<file path="src/rtl/pkt_pkg.sv">
// ============================================================================
// pkt_pkg : state encoding, idle symbol and index sizing for the deframer
// Rev 1.0
// ============================================================================
`default_nettype none

package pkt_pkg;

    typedef enum logic [1:0] {
        ST_IDLE = 2'd0,
        ST_BODY = 2'd1,
        ST_TAIL = 2'd2,
        ST_HOLD = 2'd3
    } state_t;

    localparam int IDLE_SYM = 0;

    // Body index width, never narrower than one bit.
    function automatic int idx_width(input int n);
        return (n > 1) ? $clog2(n) : 1;
    endfunction

endpackage

`default_nettype wire

</file>
<file path="src/rtl/pkt_body_acc.sv">
// ============================================================================
// pkt_body_acc : working body shift register and running XOR parity
// Rev 1.0
// ============================================================================
`default_nettype none

module pkt_body_acc
    import pkt_pkg::*;
#(
    parameter int FIELD_W  = 2,
    parameter int BODY_LEN = 1
) (
    input  logic                        clk,
    input  logic                        rst,
    input  logic                        clr_i,
    input  logic                        load_i,
    input  logic                        shift_i,
    input  logic [FIELD_W-1:0]          sym_i,
    output logic [FIELD_W*BODY_LEN-1:0] body_o,
    output logic [FIELD_W-1:0]          par_o
);

    logic [FIELD_W*BODY_LEN-1:0] body_q;
    logic [FIELD_W*BODY_LEN-1:0] w_shifted;
    logic [FIELD_W-1:0]          par_q;

    // Shifting in from the LSB end leaves the first body symbol in the MSBs.
    if (BODY_LEN == 1) begin : g_single
        assign w_shifted = sym_i;
    end else begin : g_multi
        assign w_shifted = {body_q[FIELD_W*(BODY_LEN-1)-1:0], sym_i};
    end

    always_ff @(posedge clk) begin
        if (rst || clr_i) begin
            body_q <= '0;
            par_q  <= '0;
        end else if (load_i) begin
            body_q <= '0;
            par_q  <= sym_i;
        end else if (shift_i) begin
            body_q <= w_shifted;
            par_q  <= par_q ^ sym_i;
        end
    end

    assign body_o = body_q;
    assign par_o  = par_q;

endmodule

`default_nettype wire

</file>
<file path="src/rtl/pkt_deframer.sv">
// ============================================================================
// pkt_deframer : head/body/tail packet deframer with tail parity check
// Rev 1.0
// ============================================================================
`default_nettype none

module pkt_deframer
    import pkt_pkg::*;
#(
    parameter int FIELD_W  = 2,
    parameter int BODY_LEN = 1,
    parameter int CNT_W    = 16
) (
    input  logic                        clk,
    input  logic                        rst,
    input  logic [FIELD_W-1:0]          in_sym,
    input  logic                        in_valid,
    output logic                        in_ready,
    input  logic                        in_abort,
    output logic [FIELD_W-1:0]          head,
    output logic [FIELD_W*BODY_LEN-1:0] body,
    output logic [FIELD_W-1:0]          tail,
    output logic                        err,
    output logic                        out_valid,
    input  logic                        out_ready,
    output logic [CNT_W-1:0]            pkt_cnt
);

    localparam int IDX_W = idx_width(BODY_LEN);

    state_t                      state_q, state_d;
    logic [IDX_W-1:0]            idx_q, idx_d;
    logic [FIELD_W-1:0]          head_w_q;
    logic [FIELD_W-1:0]          head_q;
    logic [FIELD_W*BODY_LEN-1:0] body_q;
    logic [FIELD_W-1:0]          tail_q;
    logic                        err_q;
    logic [CNT_W-1:0]            cnt_q;

    logic                        w_accept;
    logic                        w_acc_load;
    logic                        w_acc_shift;
    logic                        w_acc_clr;
    logic                        w_capture;
    logic                        w_cnt_inc;
    logic [FIELD_W*BODY_LEN-1:0] w_acc_body;
    logic [FIELD_W-1:0]          w_acc_par;

    assign in_ready = (state_q != ST_HOLD);
    assign w_accept = in_valid && in_ready;

    always_comb begin
        state_d     = state_q;
        idx_d       = idx_q;
        w_acc_load  = 1'b0;
        w_acc_shift = 1'b0;
        w_acc_clr   = 1'b0;
        w_capture   = 1'b0;
        w_cnt_inc   = 1'b0;
        case (state_q)
            ST_IDLE: begin
                if (w_accept && (in_sym != FIELD_W'(IDLE_SYM))) begin
                    w_acc_load = 1'b1;
                    idx_d      = '0;
                    state_d    = ST_BODY;
                end
            end
            ST_BODY: begin
                if (in_abort) begin
                    w_acc_clr = 1'b1;
                    state_d   = ST_IDLE;
                end else if (w_accept) begin
                    w_acc_shift = 1'b1;
                    if (idx_q == IDX_W'(BODY_LEN - 1)) begin
                        idx_d   = '0;
                        state_d = ST_TAIL;
                    end else begin
                        idx_d = idx_q + IDX_W'(1);
                    end
                end
            end
            ST_TAIL: begin
                if (in_abort) begin
                    w_acc_clr = 1'b1;
                    state_d   = ST_IDLE;
                end else if (w_accept) begin
                    w_capture = 1'b1;
                    state_d   = ST_HOLD;
                end
            end
            ST_HOLD: begin
                if (out_ready) begin
                    w_cnt_inc = 1'b1;
                    state_d   = ST_IDLE;
                end
            end
            default: state_d = ST_IDLE;
        endcase
    end

    always_ff @(posedge clk) begin
        if (rst) begin
            state_q <= ST_IDLE;
            idx_q   <= '0;
        end else begin
            state_q <= state_d;
            idx_q   <= idx_d;
        end
    end

    // Presented fields only move on a completed tail, so aborts and idle
    // symbols never disturb what the consumer sees.
    always_ff @(posedge clk) begin
        if (rst) begin
            head_w_q <= '0;
            head_q   <= '0;
            body_q   <= '0;
            tail_q   <= '0;
            err_q    <= 1'b0;
            cnt_q    <= '0;
        end else begin
            if (w_acc_load) begin
                head_w_q <= in_sym;
            end
            if (w_capture) begin
                head_q <= head_w_q;
                body_q <= w_acc_body;
                tail_q <= in_sym;
                err_q  <= (in_sym != w_acc_par);
            end
            if (w_cnt_inc) begin
                cnt_q <= cnt_q + CNT_W'(1);
            end
        end
    end

    pkt_body_acc #(
        .FIELD_W  (FIELD_W),
        .BODY_LEN (BODY_LEN)
    ) u_body_acc (
        .clk     (clk),
        .rst     (rst),
        .clr_i   (w_acc_clr),
        .load_i  (w_acc_load),
        .shift_i (w_acc_shift),
        .sym_i   (in_sym),
        .body_o  (w_acc_body),
        .par_o   (w_acc_par)
    );

    assign head      = head_q;
    assign body      = body_q;
    assign tail      = tail_q;
    assign err       = err_q;
    assign out_valid = (state_q == ST_HOLD);
    assign pkt_cnt   = cnt_q;

endmodule

`default_nettype wire

</file>
<file path="config.mk">
export PLATFORM = sky130hd
export DESIGN_NAME = pkt_deframer
export DESIGN_NICKNAME = d
export VERILOG_FILES = /design/src/rtl/pkt_pkg.sv /design/src/rtl/pkt_body_acc.sv /design/src/rtl/pkt_deframer.sv
export SDC_FILE = /design/constraint.sdc
export NUM_CORES = 1
export LEC_CHECK = 0
export BUFFER_PORTS_ARGS = -buffer_cell sky130_fd_sc_hd__buf_2
export CAP_MARGIN = 20
export CORE_MARGIN = 5
export CORE_UTILIZATION = 47
export CTS_CLUSTER_DIAMETER = 30
export DETAILED_ROUTE_END_ITERATION = 16
export GPL_TIMING_DRIVEN = 0
export PLACE_DENSITY = 0.74
export SETUP_SLACK_MARGIN = 0.15
export SYNTH_ARGS = -nofsm -noshare
export SYNTH_HDL_FRONTEND = slang
export SYNTH_HIERARCHICAL = 1
export SYNTH_SLANG_ARGS = --single-unit
</file>
<file path="constraint.sdc">
create_clock -name clk -period 1.7 [get_ports clk]
set_input_delay 0 -clock clk [delete_from_list [all_inputs] [get_ports clk]]
set_output_delay 0 -clock clk [all_outputs]
set_load 0.005 [all_outputs]
</file>
# == Word level (Yosys, flattened, before mapping) ==
# Index checks and enable logic that the tools add are counted.
# word_totals
reg_bits,32
output_inout_bits,25
wordCells,61
inputBits,7
# classes
n_mux,25
n_bitwise,1
eq_ne,12
addsub,2
reduce_logical,11
# ops
cell,count
$mux W2,9
$add A16 B1 Y16 const B,1
$mux W1,14
$ne A3 B3 Y1 const B,3
$ne A2 B2 Y1 const B,4
$pmux W2 S4,1
$reduce_bool A2 Y1,3
$reduce_and A5 Y1,1
$eq A2 B2 Y1 const B,2
$reduce_and A4 Y1,1
$reduce_or A2 Y1,2
$eq A2 B1 Y1 const B,1
$logic_and A1 B1 Y1,2
$logic_not A2 Y1,1
$ne A2 B1 Y1 const B,1
$ne A2 B2 Y1,1
$pmux W1 S2,1
$xor A2 B2 Y2,1
$add A1 B1 Y1 const B,1
$logic_or A1 B1 Y1,1

# == Depth between registers and ports, before layout ==
# Gate-level depths: netlist of run 1.
# logic_depth
depth_word,7
depth_mapped,6
ltp_nobuf,6

# == Hierarchy ==
# The synthesis of run 1 kept the hierarchy.
# by_module_without_submodules
mod,seq_area_each_um2,area_each_um2,cells_per_inst,instances
pkt_deframer,540.5,1275.0,146,1
pkt_body_acc,80.1,168.9,19,1

# == Least setup slack after synthesis of run 1 ==
# OpenSTA, ideal clock, no wires.
# synth_timing
kind,flip-flop to flip-flop
startpoint,register state_q[0]
endpoint,"register cnt_q[15], in the netlist pkt_cnt[15]"
slack_ns,-0.007
period_less_slack_ns,1.707
t_required_ns,1.630
stages_incl_launch_ff,7
n_path_buf,1
setup_ns,0.070
arrival_ns,1.636
cell_sequence,dfxtp_1 -> ha_1 -> nand3_2 -> or2_0 -> buf_2 -> or4_1 -> a21oi_1
# synth_via
elab_chain_len,2
# synth_rtl
element,line,source
start: declaration,pkt_deframer.sv:31,"state_t state_q, state_d;"
start signal: assignment,pkt_deframer.sv:106,state_q <= state_d;
$eq A2 B2 Y1,-,
via out_valid,pkt_deframer.sv:24,"output logic out_valid,"
$mux W1,pkt_deframer.sv:60,case (state_q)
end signal: assignment,pkt_deframer.sv:132,cnt_q <= cnt_q + CNT_W'(1);
end: declaration,pkt_deframer.sv:38,logic [CNT_W-1:0] cnt_q;
# The timed path passes the listed nets, and every way through them passes these cells.
# A chain may end at the register's enable or synchronous reset.

# == Worst setup path after layout of run 1 ==
# layout_timing
startpoint,register state_q[0]
endpoint,"register cnt_q[15], in the netlist pkt_cnt[15]"
# layout_via
elab_chain_len,2
# layout_rtl
element,line
$eq A2 B2 Y1,pkt_deframer.sv:60
$mux W1,pkt_deframer.sv:60
# No other way between the ends.

==> key figures, run 1 <==
Outcome
  • Status: complete, no violations

CTS
  • CTS Root Cell: clkbuf_4
  • CTS Buffer Depth: 2
  • TritonCTS clock tree: yes
  • Htree depth: 2
  • Clk Latency, worst-skew pair: 0.33 ns
  • Clock transition at path regs: 0.10 ns
  • CTS buffer count: 5
  • Clock sinks: 31

Floorplan
  • Row count: 20
  • Chip Width: 65.4 µm
  • Die footprint: 4280 µm²
  • IO Pins: 32
  • Die Y: 65.4 µm
  • Core Region: 3000 µm²
  • Initial Util: 0.481

Synthesis
  • Synth Register Bits: 31
  • Sequential-to-total area share from yosys stat: 0.430
  • Area contributors post-synth: dfxtp_1, mux2i_1, nor2_1
  • Yosys top cell area share: 0.430
  • Cell variety after synth: 35
  • Share of async-settable or async-resettable flops after synthesis: 0
  • Most frequent cell after synthesis: dfxtp_1
  • Main synth FF type: dfxtp_1
  • Top cell type by total area after synthesis: dfxtp_1
  • EDFF count, synth: 0
  • Commonest cells post-synth: dfxtp_1, nor2_1, a21oi_1
  • Syn avg cell area: 8.75 µm²
  • Syn. warnings: 6
  • Cells after Synth: 165
  • Synth Cell Area: 1440 µm²
  • Syn nets: 177

Placement
  • # port buffers: 31
  • Area post-placement: 1660 µm²
  • Placed cell count: 229
  • Detailed Place HPWL: 2.28 mm
  • Gpl congestion: 0.833

Worst setup path
  • CP required: 1.97 ns
  • R2R depth: 6
  • Launching point of the worst reg2reg path: state_q[0]
  • Biggest cell delay along the critical path: 0.41 ns
  • R2R setup slack: 0.08 ns
  • Crit path max-delay cell type: or4_4
  • Crit-path cells: ha_4 -> nand3_4 -> or2_0 -> buf_4 -> or4_4 -> a21oi_2
  • CP endpoint: pkt_cnt[15]
  • CP max FO: 8
  • CP endpoint kind: flop
  • Setup crit start: state_q[0]
  • Worst EP arrival: 1.89 ns
  • Crit path kind: reg2reg
  • CP startpoint kind: flop
  • Reg2reg end: pkt_cnt[15]

Detailed routing
  • Initial DRT Pass Iterations: 4
  • Via count: 1353
  • Routed Antenna Nets: 0
  • Routed wire per std cell: 13.7 µm
  • Drt total wl: 3.49 mm
  • Post-DR vias/cell: 5.33
  • Iteration-0 DRC Markers: 38
  • DRC: 0

STA
  • Fin crit period: 1.62 ns
  • Final worst path period share: 0.954
  • RSZ-0062 raised after global routing: yes
  • Final setup viols: 0
  • Fmax achieved: 617 MHz
  • Worst-Margin Slew: 0.515 ns
  • Final Max Tran Viols: 0
  • Max-slew headroom: 0.657
  • Hold Violations, Final: 0
  • Worst Clk Skew: 0.00483 ns

GRT
  • First-pass GRT wire length: 5.89 mm
  • GRT Util Overall: 0.176
  • Initial antenna violation count: 0
  • Vias in the first global route: 1354
  • Pin count of the biggest net entering global routing: 11
  • Grt ovf: 0

Final layout
  • Synthesis-to-finish area growth: 38.9%
  • Fin nets: 232
  • Design Area, Final: 2010 µm²
  • Fill count: 250
  • Ant diodes: 0
  • Layout cell share with drive strength beyond 1: 0.380
  • Non-Filler Instances: 254

Power and ir drop
  • Pwr Density: 736 nW/µm²
  • Final total power: 1.48 mW
  • Peak VDD IR: 500 µV
  • LEAKAGE: 0.824 nW

Hold path
  • Hold Crit Class: in2reg
  • Hold Crit Depth: 3

Job
  • MaxCap Viol Count: 0
[how the worst min path moves through the flow]
| stage | startpoint | endpoint | slack (ns) |
|---|---|---|---|
| 2_1_floorplan | rst | u_body_acc/par_o[0] | 0.07 |
| 6_report | in_abort | u_body_acc/par_o[1] | 0.12 |
| 3_5_place_dp | rst | u_body_acc/par_o[0] | 0.22 |
| 5_1_grt | in_abort | u_body_acc/par_o[0] | 0.13 |
| 4_1_cts | in_abort | u_body_acc/par_o[0] | 0.10 |
| 3_3_place_gp | rst | u_body_acc/par_o[1] | 0.20 |
[kinds of logic (layout without fill, tap and decap cells)]
logic type	count (synthesis)	count (layout)	share of synthesized area
buf+inv	13	69	0.0364
fa+ha+maj	5	5	0.0433
flops	31	31	0.430
compound gates	24	24	0.0927
mux	9	9	0.0633
simple gates	71	71	0.262
xor+xnor	12	12	0.0728
[sequential cells by signal, summed over array words and instances, names as in the netlist]
name               cells
body                   2
err                    1
head                   2
head_w_q               2
pkt_cnt               16
state_q                2
tail                   2
u_body_acc/body_o      2
u_body_acc/par_o       2
[critical path, delay by kind of cell (launching register included)]
kind	cells	cell delay [ns]
simple gates	3	0.70
fa+ha+maj	1	0.19
flops	1	0.39
compound gates	1	0.12
buf+inv	1	0.16
[cell type report]
| type | count | area, µm² | area share |
|---|---|---|---|
| Buffer | 7 | 48.8 | 0.0243 |
| Clock inverter | 2 | 35.0 | 0.0175 |
| Multi-Input combinational cell | 121 | 871 | 0.434 |
| Timing Repair Buffer | 48 | 293 | 0.146 |
| Inverter | 6 | 25.0 | 0.0125 |
| Sequential cell | 31 | 641 | 0.319 |
| Clock buffer | 6 | 51.3 | 0.0256 |
| Tap cell | 33 | 41.3 | 0.0206 |
[layer usage]
metal  vias to the layer above  share of wire  global-route usage
met5                         -              0                   0
met4                         0          0.026              0.0777
met3                         9          0.048              0.0615
met2                        30           0.51               0.305
met1                       636           0.42               0.193
li1                        678              -                   -
[layout by cell type, fill, tap and decap left out, drive strengths merged, types with 6 or more instances in the layout]
master	instances
buf	48
dfxtp	31
nor2	21
a21oi	11
nand2	9
clkbuf	9
mux2i	8
xor2	8
o21ai	8
nand3	8
inv	6
[power breakdown]
part | switching [mW] | total, mW | internal [mW]
clock | 0.263 | 0.610 | 0.347
combinational | 0.0669 | 0.127 | 0.0598
sequential | 0.00895 | 0.739 | 0.730
total | 0.339 | 1.48 | 1.14
[through the flow]
step                      utilization  hold slack [ns]  setup WS [ns]  setup TNS [ns]
after global routing            0.668            0.128         0.0362               0
after global placement          0.551            0.203        -0.0369         -0.0693
final                           0.668            0.118         0.0782               0
after CTS                       0.638            0.105          0.102               0
after floorplan                     -           0.0728          0.156               0
after detailed placement        0.551            0.218         -0.107          -0.202
[timing repair]
action / in CTS / in global routing
hold buffers: 4 / 0
pin swaps: 8 / 8
endpoints found under the setup margin: 17 / 18
endpoints found under the hold margin: 6 / 0
resized for setup: 20 / 19
buffers inserted: 8 / 5
Power figures use the tool's default switching activity.
==> run 2: changes to the inputs <==
--- a/config.mk
+++ b/config.mk
@@ -16,2 +16,3 @@
 export SETUP_SLACK_MARGIN = 0.15
+export SLEW_MARGIN = 20
 export SYNTH_ARGS = -nofsm -noshare
--- a/constraint.sdc
+++ b/constraint.sdc
@@ -3,2 +3,2 @@
 set_output_delay 0 -clock clk [all_outputs]
-set_load 0.005 [all_outputs]
+set_load 0.02 [all_outputs]
==> run 2 against run 1 <==
Against the previous run: non-clock buffer count decreased by 4; worst hold slack worse by 0.014 ns; highest routed layer unchanged; power is 8.5% lower; largest cell class unchanged; clock-buffer cell count rose by 2; sequential share of layout area rose by 0.34 points; final area shrank 1.1%.
==> key figures, run 2 (synthesis gave the netlist of run 1 again) <==
GRT
  • Initial antenna violation count: 0 (unchanged)
  • Pin count of the biggest net entering global routing: 11 (unchanged)
  • M3 GR Usage: 0.0427 (-0.0188)
  • Grt ovf: 0 (unchanged)
  • GRT busiest layer: met2
  • Met1 Usage GRT: 0.187 (-0.00681)
  • M2 GR Usage: 0.327 (+0.0228)
  • GRT Util Overall: 0.176 (+0.000190)
  • First-pass GRT wire length: 5.84 mm (-0.81%)
  • Vias in the first global route: 1382 (+2.1%)

Power and ir drop
  • Final total power: 1.35 mW (-8.5%)
  • Peak VDD IR: 405 µV (-19%)
  • LEAKAGE: 0.805 nW (-2.3%)
  • Pwr Density: 681 nW/µm² (-7.5%)

CTS
  • Clock transition at path regs: 0.10 ns (about the same)
  • Clock sinks: 31 (unchanged)
  • CTS Root Cell: clkbuf_4
  • CTS buffer count: 5 (unchanged)
  • TritonCTS clock tree: yes
  • CTS Buffer Depth: 2 (unchanged)
  • Htree depth: 2 (unchanged)
  • Clk Latency, worst-skew pair: 0.33 ns (about the same)

Worst setup path
  • CP max FO: 7 (-1)
  • Setup crit start: state_q[1]
  • CP endpoint kind: flop
  • CP required: 1.96 ns (about the same)
  • CP startpoint kind: flop
  • Crit path kind: reg2reg
  • Worst EP arrival: 1.87 ns (-0.02 ns)
  • Launching point of the worst reg2reg path: state_q[1]

Detailed routing
  • Iteration-0 DRC Markers: 48 (+26%)
  • Post-DR vias/cell: 5.39 (+1.1%)
  • DRC: 0 (unchanged)
  • Routed Antenna Nets: 0 (unchanged)
  • Via count: 1347 (-0.44%)
  • Initial DRT Pass Iterations: 4 (unchanged)
  • Routed wire per std cell: 14.0 µm (+1.9%)
  • Drt total wl: 3.50 mm (+0.26%)

Final layout
  • Layout cell share with drive strength beyond 1: 0.373 (-0.00682)
  • Ant diodes: 0 (unchanged)
  • Synthesis-to-finish area growth: 37.4%
  • Largest register FFs: 16 (unchanged)
  • Fin nets: 228 (-1.7%)
  • Most common cell after layout, fill and taps aside: buf_2
  • Most frequent cells in the layout: buf_2, dfxtp_1, nor2_1
  • Post-Route Utilization: 0.661 (-0.00708)
  • Design Area, Final: 1980 µm² (-1.1%)

STA
  • Total negative slack: 0 ns (unchanged)
  • Final Max Tran Viols: 0 (unchanged)
  • Hold Violations, Final: 0 (unchanged)
  • Fmax achieved: 619 MHz (+0.38%)
  • Final setup viols: 0 (unchanged)
  • Final worst path period share: 0.950 (-0.00357)
  • Worst Clk Skew: 0.0117 ns (+0.00690 ns)
  • Max-slew headroom: 0.668 (+0.0118)
  • Fin crit period: 1.62 ns (-0.00607 ns)
  • Worst-Margin Slew: 0.497 ns (-0.0177 ns)
  • RSZ-0062 raised after global routing: yes

Placement
  • # port buffers: 31 (unchanged)
  • Detailed Place HPWL: 2.42 mm (+6.3%)
  • Gpl congestion: 0.794 (-4.6%)
  • Area post-placement: 1660 µm² (+0.53%)

Hold path
  • Worst Hold Launch: in_abort
  • Hold Crit Class: in2reg

Floorplan
  • Die footprint: 4280 µm² (unchanged)
  • Row count: 20 (unchanged)
  • Core Region: 3000 µm² (unchanged)
  • IO Pins: 32 (unchanged)
  • Initial Util: 0.481 (unchanged)
  • Die Y: 65.4 µm (unchanged)
  • Chip Width: 65.4 µm (unchanged)

Job
  • MaxCap Viol Count: 0 (unchanged)

Outcome
  • Status: complete, no violations
[run 2: area by class of cell]
cell class	instances	area [µm²]
plain buffers	7	50.0
inverters	6	22.5
flip-flops and latches	31	641
repair buffers	44	267
clock buffers	8	68.8
well taps	33	41.3
fillers	259	1020
multi-input cells	121	895
[run 2: power breakdown]
part / leakage [nW] / internal, mW / switching (mW)
sequential: 0.256 / 0.730 / 0.00993
combinational: 0.511 / 0.0588 / 0.0675
clock: 0.0386 / 0.243 / 0.241
total: 0.805 / 1.03 / 0.319
[run 2: worst max-delay path: stages, from the launching register on]
cell and delay [ns]:
dfxtp_4 0.39, ha_4 0.19, nand3_4 0.08, or2_4 0.24, buf_6 0.12, or4_1 0.40, a21oi_1 0.13
[run 2: path summary, 6_finish.rpt]
path / cells past startpoint / slack (ns) / end
setup / recovery: 6 / 0.08 / pkt_cnt[15]
setup reg to reg: 6 / 0.08 / pkt_cnt[15]
hold reg to reg: 2 / 0.48 / pkt_cnt[1]
hold / removal: 3 / 0.10 / u_body_acc/par_o[1]
[run 2: routing by layer]
layer  up-vias  part of all wire  wire length, µm
met4         0            0.0086               30
met3         4             0.047              163
met5         -                 0                0
met2        32              0.55             1920
met1       640              0.40             1390
li1        671                 -                -
[run 2: repair_timing]
item | CTS | global route
hold buffers | 4 | 0
buffers inserted | 7 | 1
gates cloned | 1 | 0
endpoints found under the hold margin | 8 | 0
setup endpoints to repair | 17 | 17
resized for setup | 24 | 21
pin swaps | 8 | 11
[run 2: through the flow]
| step | hold WS [ns] | setup WS (ns) | instances |
|---|---|---|---|
| floorplan | 0.0728 | 0.0931 | 165 |
| finish | 0.104 | 0.0843 | 250 |
| CTS | 0.109 | 0.0869 | 249 |
| detailed placement | 0.214 | 0.0101 | 229 |
| global route | 0.104 | 0.0353 | 250 |
| global placement | 0.199 | 0.0674 | 229 |
==> run 3: changes to the inputs <==
BUFFER_PORTS_ARGS = -buffer_cell sky130_fd_sc_hd__buf_4   (was -buffer_cell sky130_fd_sc_hd__buf_2)
CORE_UTILIZATION = 32   (was 47)
PLACE_DENSITY = 0.55   (was 0.74)
==> run 3 against run 2 <==
Against the previous run: first-iteration DRC count increased by 2.1%; sequential cell count unchanged; maximum frequency grew 0.87%; setup slack better by 0.014 ns; critical path depth is 1 higher; core utilization is 19 points lower; worst hold slack worse by 0.086 ns; largest power group is now clock; highest routed layer unchanged.
==> key figures, run 3 (synthesis gave the netlist of run 1 again) <==
Final layout
  • Fill count: 428 (+65%)
  • Layout cell share with drive strength beyond 1: 0.355 (-0.0181)
  • Synthesis-to-finish area growth: 42.1%
  • Design Area, Final: 2050 µm² (+3.4%)
  • Ant diodes: 0 (unchanged)
  • Post-Route Utilization: 0.471 (-0.190)
  • Most frequent cells in the layout: buf_4, dfxtp_1, nor2_1
  • Most common cell after layout, fill and taps aside: buf_4
  • Largest register FFs: 16 (unchanged)
  • Fin nets: 225 (-1.3%)

Detailed routing
  • Routed Antenna Nets: 0 (unchanged)
  • Drt total wl: 3.31 mm (-5.5%)
  • Routed wire per std cell: 12.4 µm (-11%)
  • Initial DRT Pass Iterations: 4 (unchanged)
  • Iteration-0 DRC Markers: 49 (+2.1%)
  • DRC: 0 (unchanged)
  • Post-DR vias/cell: 4.94 (-8.2%)
  • Via count: 1315 (-2.4%)

Worst setup path
  • CP required: 1.85 ns (-0.11 ns)
  • CP endpoint kind: flop
  • R2R setup slack: 0.1 ns (about the same)
  • CP max FO: 7 (unchanged)
  • Reg2reg end: pkt_cnt[15]
  • Launching point of the worst reg2reg path: state_q[1]
  • R2R depth: 7 (+1)
  • CP endpoint: pkt_cnt[15]
  • Setup crit start: state_q[1]
  • Worst EP arrival: 1.75 ns (-0.12 ns)
  • CP startpoint kind: flop
  • Crit path kind: reg2reg

Floorplan
  • Die Y: 77.2 µm (+18%)
  • Die footprint: 5960 µm² (+39%)
  • Chip Width: 77.2 µm (+18%)
  • IO Pins: 32 (unchanged)
  • Initial Util: 0.332 (-0.149)
  • Row count: 24 (+20%)
  • Core Region: 4350 µm² (+45%)

STA
  • Worst Clk Skew: 0.00617 ns (-0.00555 ns)
  • Worst-Margin Slew: 0.534 ns (+0.0366 ns)
  • Hold Violations, Final: 0 (unchanged)
  • Final Max Tran Viols: 0 (unchanged)
  • Total negative slack: 0 ns (unchanged)
  • RSZ-0062 raised after global routing: yes
  • Max-slew headroom: 0.644 (-0.0244)
  • Fin crit period: 1.60 ns (-0.0139 ns)
  • Final setup viols: 0 (unchanged)
  • Final worst path period share: 0.942 (-0.00817)
  • Fmax achieved: 624 MHz (+0.87%)

CTS
  • CTS Buffer Depth: 2 (unchanged)
  • Clock transition at path regs: 0.07 ns (-0.03 ns)
  • TritonCTS clock tree: yes
  • CTS buffer count: 5 (unchanged)
  • Htree depth: 2 (unchanged)
  • Clk Latency, worst-skew pair: 0.28 ns (-0.05 ns)
  • CTS Root Cell: clkbuf_8
  • Clock sinks: 31 (unchanged)

Placement
  • Gpl congestion: 0.801 (+0.84%)
  • Detailed Place HPWL: 2.42 mm (-0.15%)
  • Area post-placement: 1770 µm² (+6.1%)
  • # port buffers: 31 (unchanged)

GRT
  • Vias in the first global route: 1207 (-13%)
  • First-pass GRT wire length: 5.52 mm (-5.5%)
  • GRT Util Overall: 0.113 (-0.0634)
  • Initial antenna violation count: 0 (unchanged)
  • Grt ovf: 0 (unchanged)
  • Pin count of the biggest net entering global routing: 11 (unchanged)

Power and ir drop
  • LEAKAGE: 0.816 nW (+1.4%)
  • Peak VDD IR: 336 µV (-17%)
  • Pwr Density: 777 nW/µm² (+14%)

Outcome
  • Status: complete, no violations

Job
  • MaxCap Viol Count: 0 (unchanged)

Hold path
  • Worst Hold Launch: in_sym[1]
  • Hold Crit Class: in2reg
-- run 3: critical path, stage by stage, from the launching register on --
cell and delay, ns:
dfxtp_4 0.38, ha_4 0.17, nand3_4 0.07, or2_0 0.21, buf_4 0.16, buf_4 0.13, o31ai_1 0.26, a21oi_2 0.09
-- run 3: cell type report --
cell class              instances  area [µm²]  area share
inverters                       6        22.5      0.0110
multi-input cells             121         848       0.413
well taps                      52        65.1      0.0317
flip-flops and latches         31         641       0.312
plain buffers                   7        47.5      0.0232
repair buffers                 41         310       0.151
clock inverters                 2        35.0      0.0171
clock buffers                   6        82.6      0.0402
-- run 3: report_power, final --
group	internal [mW]	total (mW)	switching, mW
registers	0.731	0.739	0.00792
logic	0.0505	0.109	0.0583
clock network	0.474	0.747	0.274
-- run 3: layer usage --
| layer | share of wire | wire [µm] | track usage |
|---|---|---|---|
| met5 | 0 | 0 | 0 |
| met4 | 0.015 | 48 | 0.0447 |
| met3 | 0.063 | 210 | 0.0433 |
| met2 | 0.44 | 1460 | 0.162 |
| met1 | 0.48 | 1590 | 0.151 |
-- run 3: worst min path at each step --
| stage | end | cells past startpoint | slack (ns) |
|---|---|---|---|
| finish | head_w_q[1] | 3 | 0.02 |
| global route | u_body_acc/body_o[1] | 3 | 0.05 |
| CTS | head_w_q[1] | 3 | 0.01 |
| detailed placement | u_body_acc/par_o[1] | 2 | 0.19 |
| global placement | u_body_acc/par_o[0] | 2 | 0.19 |
| floorplan | u_body_acc/par_o[0] | 1 | 0.07 |
-- run 3: stage by stage --
step	std cells	setup slack (ns)	hold slack (ns)	power, mW
finish	266	0.0982	0.0184	1.60
CTS	262	0.102	0.0114	1.62
global route	266	0.0159	0.0517	1.66
floorplan	165	0.0931	0.0728	0.817
detailed placement	248	0.00820	0.192	0.851
global placement	248	0.0419	0.188	0.848
-- run 3: timing repair --
action / CTS / global route
endpoints found under the setup margin: 17 / 20
resized for setup: 13 / 22
pin swaps: 6 / 10
hold buffers: 1 / 0
gates cloned: 0 / 0
setup buffers: 5 / 4
endpoints found under the hold margin: 4 / 0
